--- src/rtl/signed_divider_pkg.sv ---
// Shared types and helpers for the fixed-point divider (and its multiplier sibling).
package signed_divider_pkg;

  typedef enum logic [1:0] {
    IDLE   = 2'd0,
    CALC   = 2'd1,
    FINISH = 2'd2
  } state_t;

  // Apply a sign to an unsigned magnitude and clamp it into a signed field of
  // 'width' bits. Result is two's complement in the low 'width' bits.
  function automatic logic [63:0] saturate(input logic [63:0] mag,
                                           input logic        neg,
                                           input int          width);
    logic [63:0] lim;
    lim = 64'd1 << (width - 1);
    if (neg) saturate = (mag > lim) ? (~lim + 64'd1) : (~mag + 64'd1);
    else     saturate = (mag > lim - 64'd1) ? (lim - 64'd1) : mag;
  endfunction

endpackage

--- src/rtl/signed_divider_if.sv ---
// Start/valid handshake bundle between a divider client and the divider.
interface signed_divider_if #(
  parameter int INBITS1 = 14,
  parameter int INBITS2 = 14,
  parameter int OUTBITS = 14
);
  logic                      start_i;
  logic signed [INBITS1-1:0] numerator_i;
  logic signed [INBITS2-1:0] denominator_i;
  logic                      ready_o;
  logic                      valid_o;
  logic signed [OUTBITS-1:0] quotient_o;
  logic                      div0_o;

  modport master (
    output start_i, numerator_i, denominator_i,
    input  ready_o, valid_o, quotient_o, div0_o
  );

  modport slave (
    input  start_i, numerator_i, denominator_i,
    output ready_o, valid_o, quotient_o, div0_o
  );
endinterface

--- src/rtl/signed_divider.sv ---
// Iterative restoring divider on Q1.(W-1) fractions: q = trunc0(num*2^S/den),
// saturated to OUTBITS. One quotient bit per clock, fixed latency of D+1 clocks.
module signed_divider
  import signed_divider_pkg::*;
#(
  parameter int INBITS1 = 14,
  parameter int INBITS2 = 14,
  parameter int OUTBITS = 14
) (
  input  logic           clk_i,
  input  logic           rst_i,
  signed_divider_if.slave bus
);

  localparam int S  = OUTBITS + INBITS2 - INBITS1 - 1;
  localparam int D  = INBITS1 + S;
  localparam int RW = INBITS2 + 1;
  localparam int CW = $clog2(D + 1);

  state_t               state, state_nx;
  logic [D-1:0]         dividend, quot;
  logic [INBITS2-1:0]   divisor, rem;
  logic [CW-1:0]        cnt;
  logic                 neg, den_zero, num_zero;

  logic [INBITS1-1:0]   num_mag;
  logic [INBITS2-1:0]   den_mag;
  logic [RW-1:0]        shifted, diff;
  logic                 ge;
  logic [63:0]          sat_res;

  // Operand magnitudes; the most negative value maps to 2^(W-1), which still
  // fits because the magnitude is held unsigned.
  assign num_mag = bus.numerator_i[INBITS1-1]   ? -bus.numerator_i   : bus.numerator_i;
  assign den_mag = bus.denominator_i[INBITS2-1] ? -bus.denominator_i : bus.denominator_i;

  // One restoring step: remainder < divisor <= 2^(INBITS2-1), so the trial
  // difference fits RW signed bits and its sign bit says "did not fit".
  assign shifted = {rem, dividend[D-1]};
  assign diff    = shifted - {1'b0, divisor};
  assign ge      = ~diff[RW-1];

  // Final signed/saturated result; a zero divisor overrides the iteration result.
  assign sat_res = den_zero ? saturate(num_zero ? 64'd0 : '1, neg, OUTBITS)
                            : saturate(64'(quot), neg, OUTBITS);

  // State register.
  always_ff @(posedge clk_i or posedge rst_i) begin
    if (rst_i) state <= IDLE;
    else       state <= state_nx;
  end

  // Next-state logic: IDLE -> CALC on accept, CALC for D steps, FINISH for one.
  always_comb begin
    state_nx = state;
    case (state)
      IDLE:    if (bus.start_i) state_nx = CALC;
      CALC:    if (cnt == CW'(D - 1)) state_nx = FINISH;
      FINISH:  state_nx = IDLE;
      default: state_nx = IDLE;
    endcase
  end

  // FSM outputs.
  always_comb begin
    bus.ready_o = (state == IDLE);
  end

  // Datapath: operand capture, iteration, and registered result.
  always_ff @(posedge clk_i or posedge rst_i) begin
    if (rst_i) begin
      dividend       <= '0;
      divisor        <= '0;
      rem            <= '0;
      quot           <= '0;
      cnt            <= '0;
      neg            <= 1'b0;
      den_zero       <= 1'b0;
      num_zero       <= 1'b0;
      bus.valid_o    <= 1'b0;
      bus.quotient_o <= '0;
      bus.div0_o     <= 1'b0;
    end else begin
      bus.valid_o <= 1'b0;
      case (state)
        IDLE: if (bus.start_i) begin
          dividend <= D'(num_mag) << S;
          divisor  <= den_mag;
          rem      <= '0;
          quot     <= '0;
          cnt      <= '0;
          neg      <= bus.numerator_i[INBITS1-1] ^ bus.denominator_i[INBITS2-1];
          den_zero <= (bus.denominator_i == '0);
          num_zero <= (bus.numerator_i == '0);
        end
        CALC: begin
          rem      <= ge ? diff[INBITS2-1:0] : shifted[INBITS2-1:0];
          dividend <= dividend << 1;
          quot     <= {quot[D-2:0], ge};
          cnt      <= cnt + CW'(1);
        end
        FINISH: begin
          bus.quotient_o <= sat_res[OUTBITS-1:0];
          bus.div0_o     <= den_zero;
          bus.valid_o    <= 1'b1;
        end
        default: ;
      endcase
    end
  end

endmodule

--- src/flat_wrapper.sv ---
// flat-port wrapper written by rule: the top's interface ports become plain ports
module signed_divider_flat import signed_divider_pkg::*;
#(
  parameter int INBITS1 = 14,
  parameter int INBITS2 = 14,
  parameter int OUTBITS = 14
)
  (clk_i, rst_i, bus_start_i, bus_numerator_i, bus_denominator_i, bus_ready_o, bus_valid_o, bus_quotient_o, bus_div0_o);
  signed_divider_if #(.INBITS1(INBITS1), .INBITS2(INBITS2), .OUTBITS(OUTBITS)) bus_i ();
  input  logic clk_i;
  input  logic rst_i;
  input wire logic [$bits(bus_i.start_i)-1:0] bus_start_i;
  input wire logic [$bits(bus_i.numerator_i)-1:0] bus_numerator_i;
  input wire logic [$bits(bus_i.denominator_i)-1:0] bus_denominator_i;
  output wire logic [$bits(bus_i.ready_o)-1:0] bus_ready_o;
  output wire logic [$bits(bus_i.valid_o)-1:0] bus_valid_o;
  output wire logic [$bits(bus_i.quotient_o)-1:0] bus_quotient_o;
  output wire logic [$bits(bus_i.div0_o)-1:0] bus_div0_o;
  assign bus_i.start_i = bus_start_i;
  assign bus_i.numerator_i = bus_numerator_i;
  assign bus_i.denominator_i = bus_denominator_i;
  assign bus_ready_o = bus_i.ready_o;
  assign bus_valid_o = bus_i.valid_o;
  assign bus_quotient_o = bus_i.quotient_o;
  assign bus_div0_o = bus_i.div0_o;
  signed_divider #(.INBITS1(INBITS1), .INBITS2(INBITS2), .OUTBITS(OUTBITS)) u_core (.clk_i(clk_i), .rst_i(rst_i), .bus(bus_i));
endmodule
--- config.mk ---
export PLATFORM = sky130hd
export DESIGN_NAME = signed_divider_flat
export DESIGN_NICKNAME = d
export VERILOG_FILES = /design/src/rtl/signed_divider_pkg.sv /design/src/rtl/signed_divider_if.sv /design/src/rtl/signed_divider.sv /design/src/flat_wrapper.sv
export SDC_FILE = /design/constraint.sdc
export NUM_CORES = 1
export LEC_CHECK = 0
export ABC_AREA = 1
export BUFFER_PORTS_ARGS = -buffer_cell sky130_fd_sc_hd__buf_2
export CORE_MARGIN = 2
export CORE_UTILIZATION = 50
export CTS_CLUSTER_DIAMETER = 40
export DETAILED_ROUTE_END_ITERATION = 6
export PLACE_DENSITY_LB_ADDON = 0.08
export SYNTH_ARGS = -nofsm -noshare
export SYNTH_HDL_FRONTEND = slang
export SYNTH_SLANG_ARGS = --single-unit
--- constraint.sdc ---
create_clock -name clk_i -period 4.8 [get_ports clk_i]
set_clock_uncertainty 0.1 [all_clocks]
set_input_delay 0.96 -clock clk_i [delete_from_list [all_inputs] [get_ports clk_i]]
set_output_delay 0.96 -clock clk_i [all_outputs]
set_load 0.01 [all_outputs]
==> results of run 1 <==
## final cells by class
| cell class | instances | area (µm²) |
|---|---|---|
| inverters | 112 | 423 |
| flip-flops and latches | 95 | 2380 |
| multi-input cells | 586 | 2990 |
| well taps | 143 | 179 |
| fillers | 1089 | 4980 |
| clock inverters | 6 | 68.8 |
| clock buffers | 10 | 229 |
| repair buffers | 51 | 265 |
## cells in the final DEF (no fill, tap or decap), drive strengths merged, types with 18 or more instances in the layout
cell type,n
nand2,242
inv,113
dfrtp,95
nor2,91
nand3,57
buf,51
a21oi,39
o21ai,35
o22ai,29
ha,20
xor2,18
## layer usage
layer / vias up / global-route usage / part of all wire
met5: - / 0 / 0
met4: 0 / 0.0577 / 0.010
met3: 13 / 0.0487 / 0.035
met2: 82 / 0.409 / 0.51
met1: 2536 / 0.293 / 0.45
li1: 2703 / - / -
## power by group through the flow
| stage | sequential, mW | combinational, mW | clock, mW |
|---|---|---|---|
| after floorplan | 1.30 | 2.40 | 0 |
| after global placement | 1.38 | 2.77 | 0 |
| after detailed placement | 1.39 | 2.85 | 0 |
| after CTS | 1.38 | 2.87 | 0.744 |
| after global routing | 1.43 | 3.29 | 0.777 |
| final | 1.38 | 2.86 | 0.725 |
## worst max-delay path, delay by kind of cell
kind | cells | cell delay [ns]
simple gates | 2 | 0.11
compound gates | 1 | 0.20
buf+inv | 4 | 1.49
## final timing paths
| kind | cells after the start | startpoint | to |
|---|---|---|---|
| max | 7 | bus_start_i | u_core.dividend[15] |
| min | 1 | u_core.cnt[4] | u_core.cnt[4] |
| max reg2reg | 7 | u_core.state[1] | u_core.bus.quotient_o[12] |
| min reg2reg | 1 | u_core.cnt[4] | u_core.cnt[4] |
| max in group asynchronous | 3 | rst_i | u_core.dividend[19] |
| min in group asynchronous | 2 | rst_i | u_core.quot[24] |
## cell families (layout without fill, tap and decap cells)
kind of cell | after synthesis | count (layout) | share of synthesized area
AOI/OAI and AO/OA | 126 | 126 | 0.123
xor gates and xnor gates | 26 | 26 | 0.0383
adders and majority gates | 21 | 21 | 0.0455
buffers and inverters | 142 | 179 | 0.0983
DFF | 95 | 95 | 0.400
muxes | 2 | 2 | 0.00337
and+or+nand+nor | 411 | 411 | 0.292
## sequential cells by signal, summed over array words and instances, names as in the netlist
signal	flops
u_core.dividend	14
u_core.num_zero	1
u_core.neg	1
u_core.rem	14
u_core.den_zero	1
u_core.state	2
u_core.quot	27
u_core.bus.valid_o	1
u_core.bus.div0_o	1
u_core.divisor	14
u_core.bus.quotient_o	14
u_core.cnt	5
## per-stage QoR
| stage | power (mW) | cells | area, µm² | setup WS [ns] |
|---|---|---|---|---|
| 2_1_floorplan | 3.70 | 823 | 5950 | 1.26 |
| 3_3_place_gp | 4.15 | 987 | 6230 | 1.85 |
| 3_5_place_dp | 4.25 | 987 | 6230 | 1.79 |
| 4_1_cts | 5.00 | 1003 | 6530 | 2.15 |
| 5_1_grt | 5.50 | 1003 | 6530 | 1.77 |
| 6_report | 4.97 | 1003 | 6530 | 2.13 |
==> out/results.env, run 1 <==
OUTCOME='finished with violations'
FAILED_CHECKS='design-rule violations'
TIMING.HOLD.WORST.CLASS='flip-flop to flip-flop'
SYNTHTOPCELLSBYAREA='sky130_fd_sc_hd__dfrtp_1, sky130_fd_sc_hd__nand2_1, sky130_fd_sc_hd__inv_1, sky130_fd_sc_hd__nor2_1, sky130_fd_sc_hd__nand3_1'
DRC_ERRORS=2
CTS.ROOT.BUFFER_CELL='sky130_fd_sc_hd__clkbuf_16'
SYNTH.CELL_AREA_MM2=0.00595
POST-ROUTE-UTIL=0.567
CTS-BUFFERS-INSERTED=9
CTS_HOLD_BUF=0
NETSWITCHINGPOWER_mW=2.41
POSTSYNTHCELLCOUNT=823
POWER_FRAC_SEQ=0.278
SWITCHING_SHARE=0.484
COMBPWRFRAC=0.576
CRITPATHMAXSTAGEDELAY_NS=0.68
SYNTHTOPCELLSBYCOUNT='sky130_fd_sc_hd__nand2_1, sky130_fd_sc_hd__inv_1, sky130_fd_sc_hd__dfrtp_1'
TIMING.CRITICAL_PATH.REQUIRED_NS=4.89
GRT_PASS1_VIAS=5177
DIE_W_UM=113
PERIOD_NEEDED_NS=2.67
NUMBER_OF_INPUT_AND_OUTPUT_PORT_BUFFERS_INSERTED=47
ANT_NETS=0
CLK-INSERTION-DELAY-LATE_NS=0.35
CRITICAL_PATH.ENDPOINT_TYPE='flip-flop'
CRIT_PATH_CELL_TRACE='buf_2 -> nand2_1 -> buf_4 -> inv_1 -> nor2_2 -> inv_1 -> o221ai_1'
DRV.MAX_CAP_VIOLATION_COUNT=0
POST-CTS-SETUP-BUFFERS=0
START_KIND='input pin'
GRT_FIRST_PASS_WIRELENGTH_UM=24100
POSTSYNTH.ASYNCRESETSHARE=1.00
WORST-R2R-SETUP-SLACK_NS=2.16
DRT_PASS1_ITERATIONS=6
SYNTH_TOP_AREA_CELL='sky130_fd_sc_hd__dfrtp_1'
NUM_ANTENNA_CELLS=0
WL_PER_CELL_UM=14.0
INITIAL_UTILIZATION=0.516
YS_TYPES=39
PWR_DENSITY_CELL_mW_PER_MM2=761
GRT_USE_TOTAL=0.233
TOP_LEVEL_PORTS=48
H-TREE-DEPTH=3
FP.DIEAREA_MM2=0.0128
WORST_SLEW_PIN_SLEW_NS=1.06
FP-ROW-COUNT=39
GP_CONGESTION=0.882
CTS-RESIZED-GATES=0
SETUP_VIOLATIONS=0
GRT_START_MAX_NET_PINS=68
AREA_OVERHEAD_OF_THE_LAYOUT_RELATIVE_TO_SYNTHESIS_PCT=9.85
VIAS=5334
TIMING.CRITICAL_PATH.FANOUT_MAX=30
TRITONCTS='done'
MAX_CLOCK_FREQ_MHz=374
ROUTED_WIRELENGTH_UM=14100
DPL.HPWL_UM=9910
CTS.SINK_COUNT=95
CLOCKBUFFERDEPTH=2
DETAIL_ROUTE.VIAS_PER_CELL=5.32
SLEW_HEADROOM=0.288
MAX-VDD-IR-DROP_V=0.000456
INTERNAL-POWER_mW=2.56
SYNTH_SEQ_CELLS=95
TIMING.FINAL.CRIT_SHARE=0.557
FINAL_MAX_SLEW_VIOL_COUNT=0
SYNTH_TOP_FLOP_CELL='sky130_fd_sc_hd__dfrtp_1'
GRT_ANTENNA_BEFORE_REPAIR=0
SYNTH.TOP_CELL.AREA_SHARE=0.400
SETUP_TNS_NS=0
REPORT.FINAL.HOLD_VIOL_COUNT=0
FRACTION_OF_POWER_CONSUMED_BY_THE_CLOCK_NETWORK=0.146
LEADING_CELL_TYPE_BY_NUMBER_OF_INSTANCES_AFTER_SYNTHESIS='sky130_fd_sc_hd__nand2_1'
HOLD_SLACK_NS=0.388
LEAKAGE_nW=3.43
CRIT_ARRIVAL_NS=2.76
CORE-AREA_MM2=0.0115
CRIT_PATH_FREQUENT_CELL='sky130_fd_sc_hd__inv_1'
GRT_REMAINING_OVERFLOW=0
FINAL_LAYOUT_SIZE_SUFFIX_GT1_FRAC=0.108
FINALNETCOUNT=907
SYNTH_EDF_COUNT=0
SYN-MEAN-INSTANCE-AREA_UM2=7.22
SYNTH.NET_COUNT=875
CLKSLEWWORSTSETUPHOLDPATHS_NS=0.07
SYNTH-WARNING-COUNT=0
RSZ_0062_RAISED_AFTER_GLOBAL_ROUTING='no'
DIE_EXTENT_IN_Y_UM=113
CP_SLOWEST_CELL='sky130_fd_sc_hd__inv_1'
WS_PATH_TYPE='input pin to flip-flop'
DETAIL_ROUTE.ITER0.VIOLATIONS=411
SEQ_AREA_FRAC_SYNTH=0.400
Note: power is estimated with default switching activity, not from simulation.
==> inputs of run 2 (changes only) <==
Settings changed: ABC_AREA 1 to 0.
Clock period 4.8 ns to 2.8 ns, I/O delays scaled along.
==> out/results.env, run 2 <==
OUTCOME='finished, final reports clean'
LARGEST_REG_FLOPS=27
GRT_USE_TOTAL=0.218
TIMING.CRITICAL_PATH.FANOUT_MAX=8
VIAS=4623
SEQ_AREA_FRAC_SYNTH=0.421
CTS.ROOT.BUFFER_CELL='sky130_fd_sc_hd__clkbuf_16'
TIMING.FINAL.CRIT_SHARE=0.987
FP.DIEAREA_MM2=0.0122
REPORT.FINAL.HOLD_VIOL_COUNT=0
WL_PER_CELL_UM=15.0
SYNTH.CELL_AREA_MM2=0.00564
CRITPATHMAXSTAGEDELAY_NS=0.37
CRIT_PATH_CELL_TRACE='inv_2 -> ha_4 -> inv_2 -> fa_2 -> a21o_1 -> a221o_1 -> o21ai_2 -> nand4b_1 -> o311ai_4 -> clkbuf_16 -> mux2i_2 -> o21ai_1'
GRT_REMAINING_OVERFLOW=0
GP_CONGESTION=0.826
GRT_FIRST_PASS_WIRELENGTH_UM=20900
SYNTH_TOP_AREA_CELL='sky130_fd_sc_hd__dfrtp_1'
SYNTH.NET_COUNT=692
SETUP_VIOLATIONS=0
DRT_PASS1_ITERATIONS=5
GRT_PASS1_VIAS=4438
START_KIND='flip-flop'
SYNTH_EDF_COUNT=0
PERIOD_NEEDED_NS=2.76
CRIT_PATH_FREQUENT_CELL='sky130_fd_sc_hd__inv_2'
NUMBER_OF_INPUT_AND_OUTPUT_PORT_BUFFERS_INSERTED=47
LAYOUT.AREA.SEQ_MM2=0.00238
DPL.HPWL_UM=8500
AREA_OVERHEAD_OF_THE_LAYOUT_RELATIVE_TO_SYNTHESIS_PCT=12.0
DIE_EXTENT_IN_Y_UM=110
SYNTH.TOP_CELL.AREA_SHARE=0.421
HOLD_SLACK_NS=0.136
SYNTHTOPCELLSBYAREA='sky130_fd_sc_hd__dfrtp_1, sky130_fd_sc_hd__o21ai_0, sky130_fd_sc_hd__nand2_1, sky130_fd_sc_hd__ha_1, sky130_fd_sc_hd__xor2_1'
SYNTH-WARNING-COUNT=0
CLKSLEWWORSTSETUPHOLDPATHS_NS=0.06
CP_SLOWEST_CELL='sky130_fd_sc_hd__dfrtp_1'
INITIAL_UTILIZATION=0.516
MULTI_INPUT_COMB_AREA_MM2=0.00296
RSZ_0062_RAISED_AFTER_GLOBAL_ROUTING='yes'
ANT_NETS=0
LEAKAGE_nW=2.75
FINAL_MAX_SLEW_VIOL_COUNT=0
POSTSYNTH.ASYNCRESETSHARE=1.00
GRT_ANTENNA_BEFORE_REPAIR=0
POST-ROUTE-UTIL=0.578
TRITONCTS='done'
WS_PATH_TYPE='flip-flop to flip-flop'
FILLERINSTANCES=991
CORE-AREA_MM2=0.0109
CTS.SINK_COUNT=95
SETUP_TNS_NS=0
LEADING_CELL_TYPE_BY_NUMBER_OF_INSTANCES_AFTER_SYNTHESIS='sky130_fd_sc_hd__nand2_1'
DETAIL_ROUTE.ITER0.VIOLATIONS=295
CRIT_ARRIVAL_NS=2.87
DRC_ERRORS=0
FINAL_LAYOUT_SIZE_SUFFIX_GT1_FRAC=0.148
DRV.MAX_CAP_VIOLATION_COUNT=0
WORST_SLEW_PIN_SLEW_NS=0.592
TIMING.HOLD.WORST.CLASS='input pin to async pin'
MOSTFREQUENTLAYOUTCELL='sky130_fd_sc_hd__nand2_1'
SYN-MEAN-INSTANCE-AREA_UM2=8.82
CLOCKBUFFERDEPTH=2
DIE_W_UM=110
TOP_LIBRARY_CELLS_BY_USAGE_IN_THE_LAYOUT_FILL_AND_TAPS_ASIDE='sky130_fd_sc_hd__nand2_1, sky130_fd_sc_hd__dfrtp_1, sky130_fd_sc_hd__o21ai_0, sky130_fd_sc_hd__buf_2, sky130_fd_sc_hd__nor2_1'
FINALNETCOUNT=725
NUM_ANTENNA_CELLS=0
SLEW_HEADROOM=0.605
CTS-BUFFERS-INSERTED=9
CTS_HOLD_BUF=0
H-TREE-DEPTH=3
MAX_FLOP_REGISTER='u_core.quot'
MAX_CLOCK_FREQ_MHz=362
YS_TYPES=64
GRT_START_MAX_NET_PINS=53
DESIGN_AREA_MM2=0.00632
CLK-INSERTION-DELAY-LATE_NS=0.35
ROUTED_WIRELENGTH_UM=12200
DETAIL_ROUTE.VIAS_PER_CELL=5.66
SYNTHTOPCELLSBYCOUNT='sky130_fd_sc_hd__nand2_1, sky130_fd_sc_hd__dfrtp_1, sky130_fd_sc_hd__o21ai_0'
FP-ROW-COUNT=38
TOP_LEVEL_PORTS=48
SYNTH_SEQ_CELLS=95
PWR_DENSITY_CELL_mW_PER_MM2=1270
SYNTH_TOP_FLOP_CELL='sky130_fd_sc_hd__dfrtp_1'
POST_DP_CELL_AREA_MM2=0.00596
POSTSYNTHCELLCOUNT=640
CRITICAL_PATH.ENDPOINT_TYPE='flip-flop'
MAX-VDD-IR-DROP_V=0.000957
TIMING.CRITICAL_PATH.REQUIRED_NS=2.91
## run 2: metrics by stage
step	setup WS, ns	instances	power, mW
finish	0.0374	817	8.02
global route	-0.0998	817	8.77
CTS	0.0296	814	7.81
detailed placement	0.0542	799	6.54
global placement	0.138	799	6.40
floorplan	0.0472	640	5.69
## run 2: final cells by class
class	count	share of cell area
multi-input combinational	476	0.469
sequential	95	0.376
timing repair buffer	65	0.0639
clock buffer	12	0.0406
tap	140	0.0277
inverter	26	0.0160
clock inverter	3	0.00673
## run 2: timing repair
item / CTS / global route
setup buffers: 0 / 2
gates resized for setup: 0 / 10
endpoints found under the setup margin: 0 / 14
## run 2: cell families (layout without fill, tap and decap cells)
logic type / count (synthesis) / count (layout) / synth area share
AOI/OAI and AO/OA: 179 / 179 / 0.197
xor gates and xnor gates: 43 / 43 / 0.0667
adders and majority gates: 21 / 21 / 0.0479
buffers and inverters: 69 / 106 / 0.0594
and+or+nand+nor: 218 / 218 / 0.181
muxes: 15 / 15 / 0.0266
DFF: 95 / 95 / 0.421
## run 2: where the power goes
| group | internal [mW] | switching [mW] | total, mW | leakage, nW |
|---|---|---|---|---|
| Combinational | 2.01 | 2.35 | 4.36 | 1.44 |
| Clock | 0.735 | 0.523 | 1.26 | 0.145 |
| Sequential | 1.90 | 0.504 | 2.40 | 1.16 |
| Total | 4.64 | 3.38 | 8.02 | 2.75 |
## run 2: metal layers
metal  global-route usage  routed length [µm]
met3               0.0441                 490
met1                0.301                6070
met5                    0                   0
met2                0.339                5420
met4               0.0786                 246
## run 2: worst max-delay path: cells and delay by family (launching register included)
| kind | cells | cell delay (ns) |
|---|---|---|
| AO/OA/AOI/OAI | 5 | 0.92 |
| adder cells (fa/ha/maj) | 2 | 0.50 |
| multiplexers | 1 | 0.22 |
| AND/OR/NAND/NOR | 1 | 0.16 |
| buffers and inverters | 3 | 0.36 |
| flip-flops | 1 | 0.37 |
## run 2: final timing paths
check                                     from                 to  slack (ns)  depth (start not counted)
max                        u_core.dividend[26]      u_core.rem[1]        0.04                         12
min                                      rst_i     u_core.rem[11]        0.14                          2
max reg2reg                u_core.dividend[26]      u_core.rem[1]        0.04                         12
min reg2reg                  u_core.divisor[9]  u_core.divisor[9]        0.38                          2
max in group asynchronous                rst_i    u_core.quot[25]        1.78                          3
min in group clk_i           u_core.divisor[9]  u_core.divisor[9]        0.38                          2
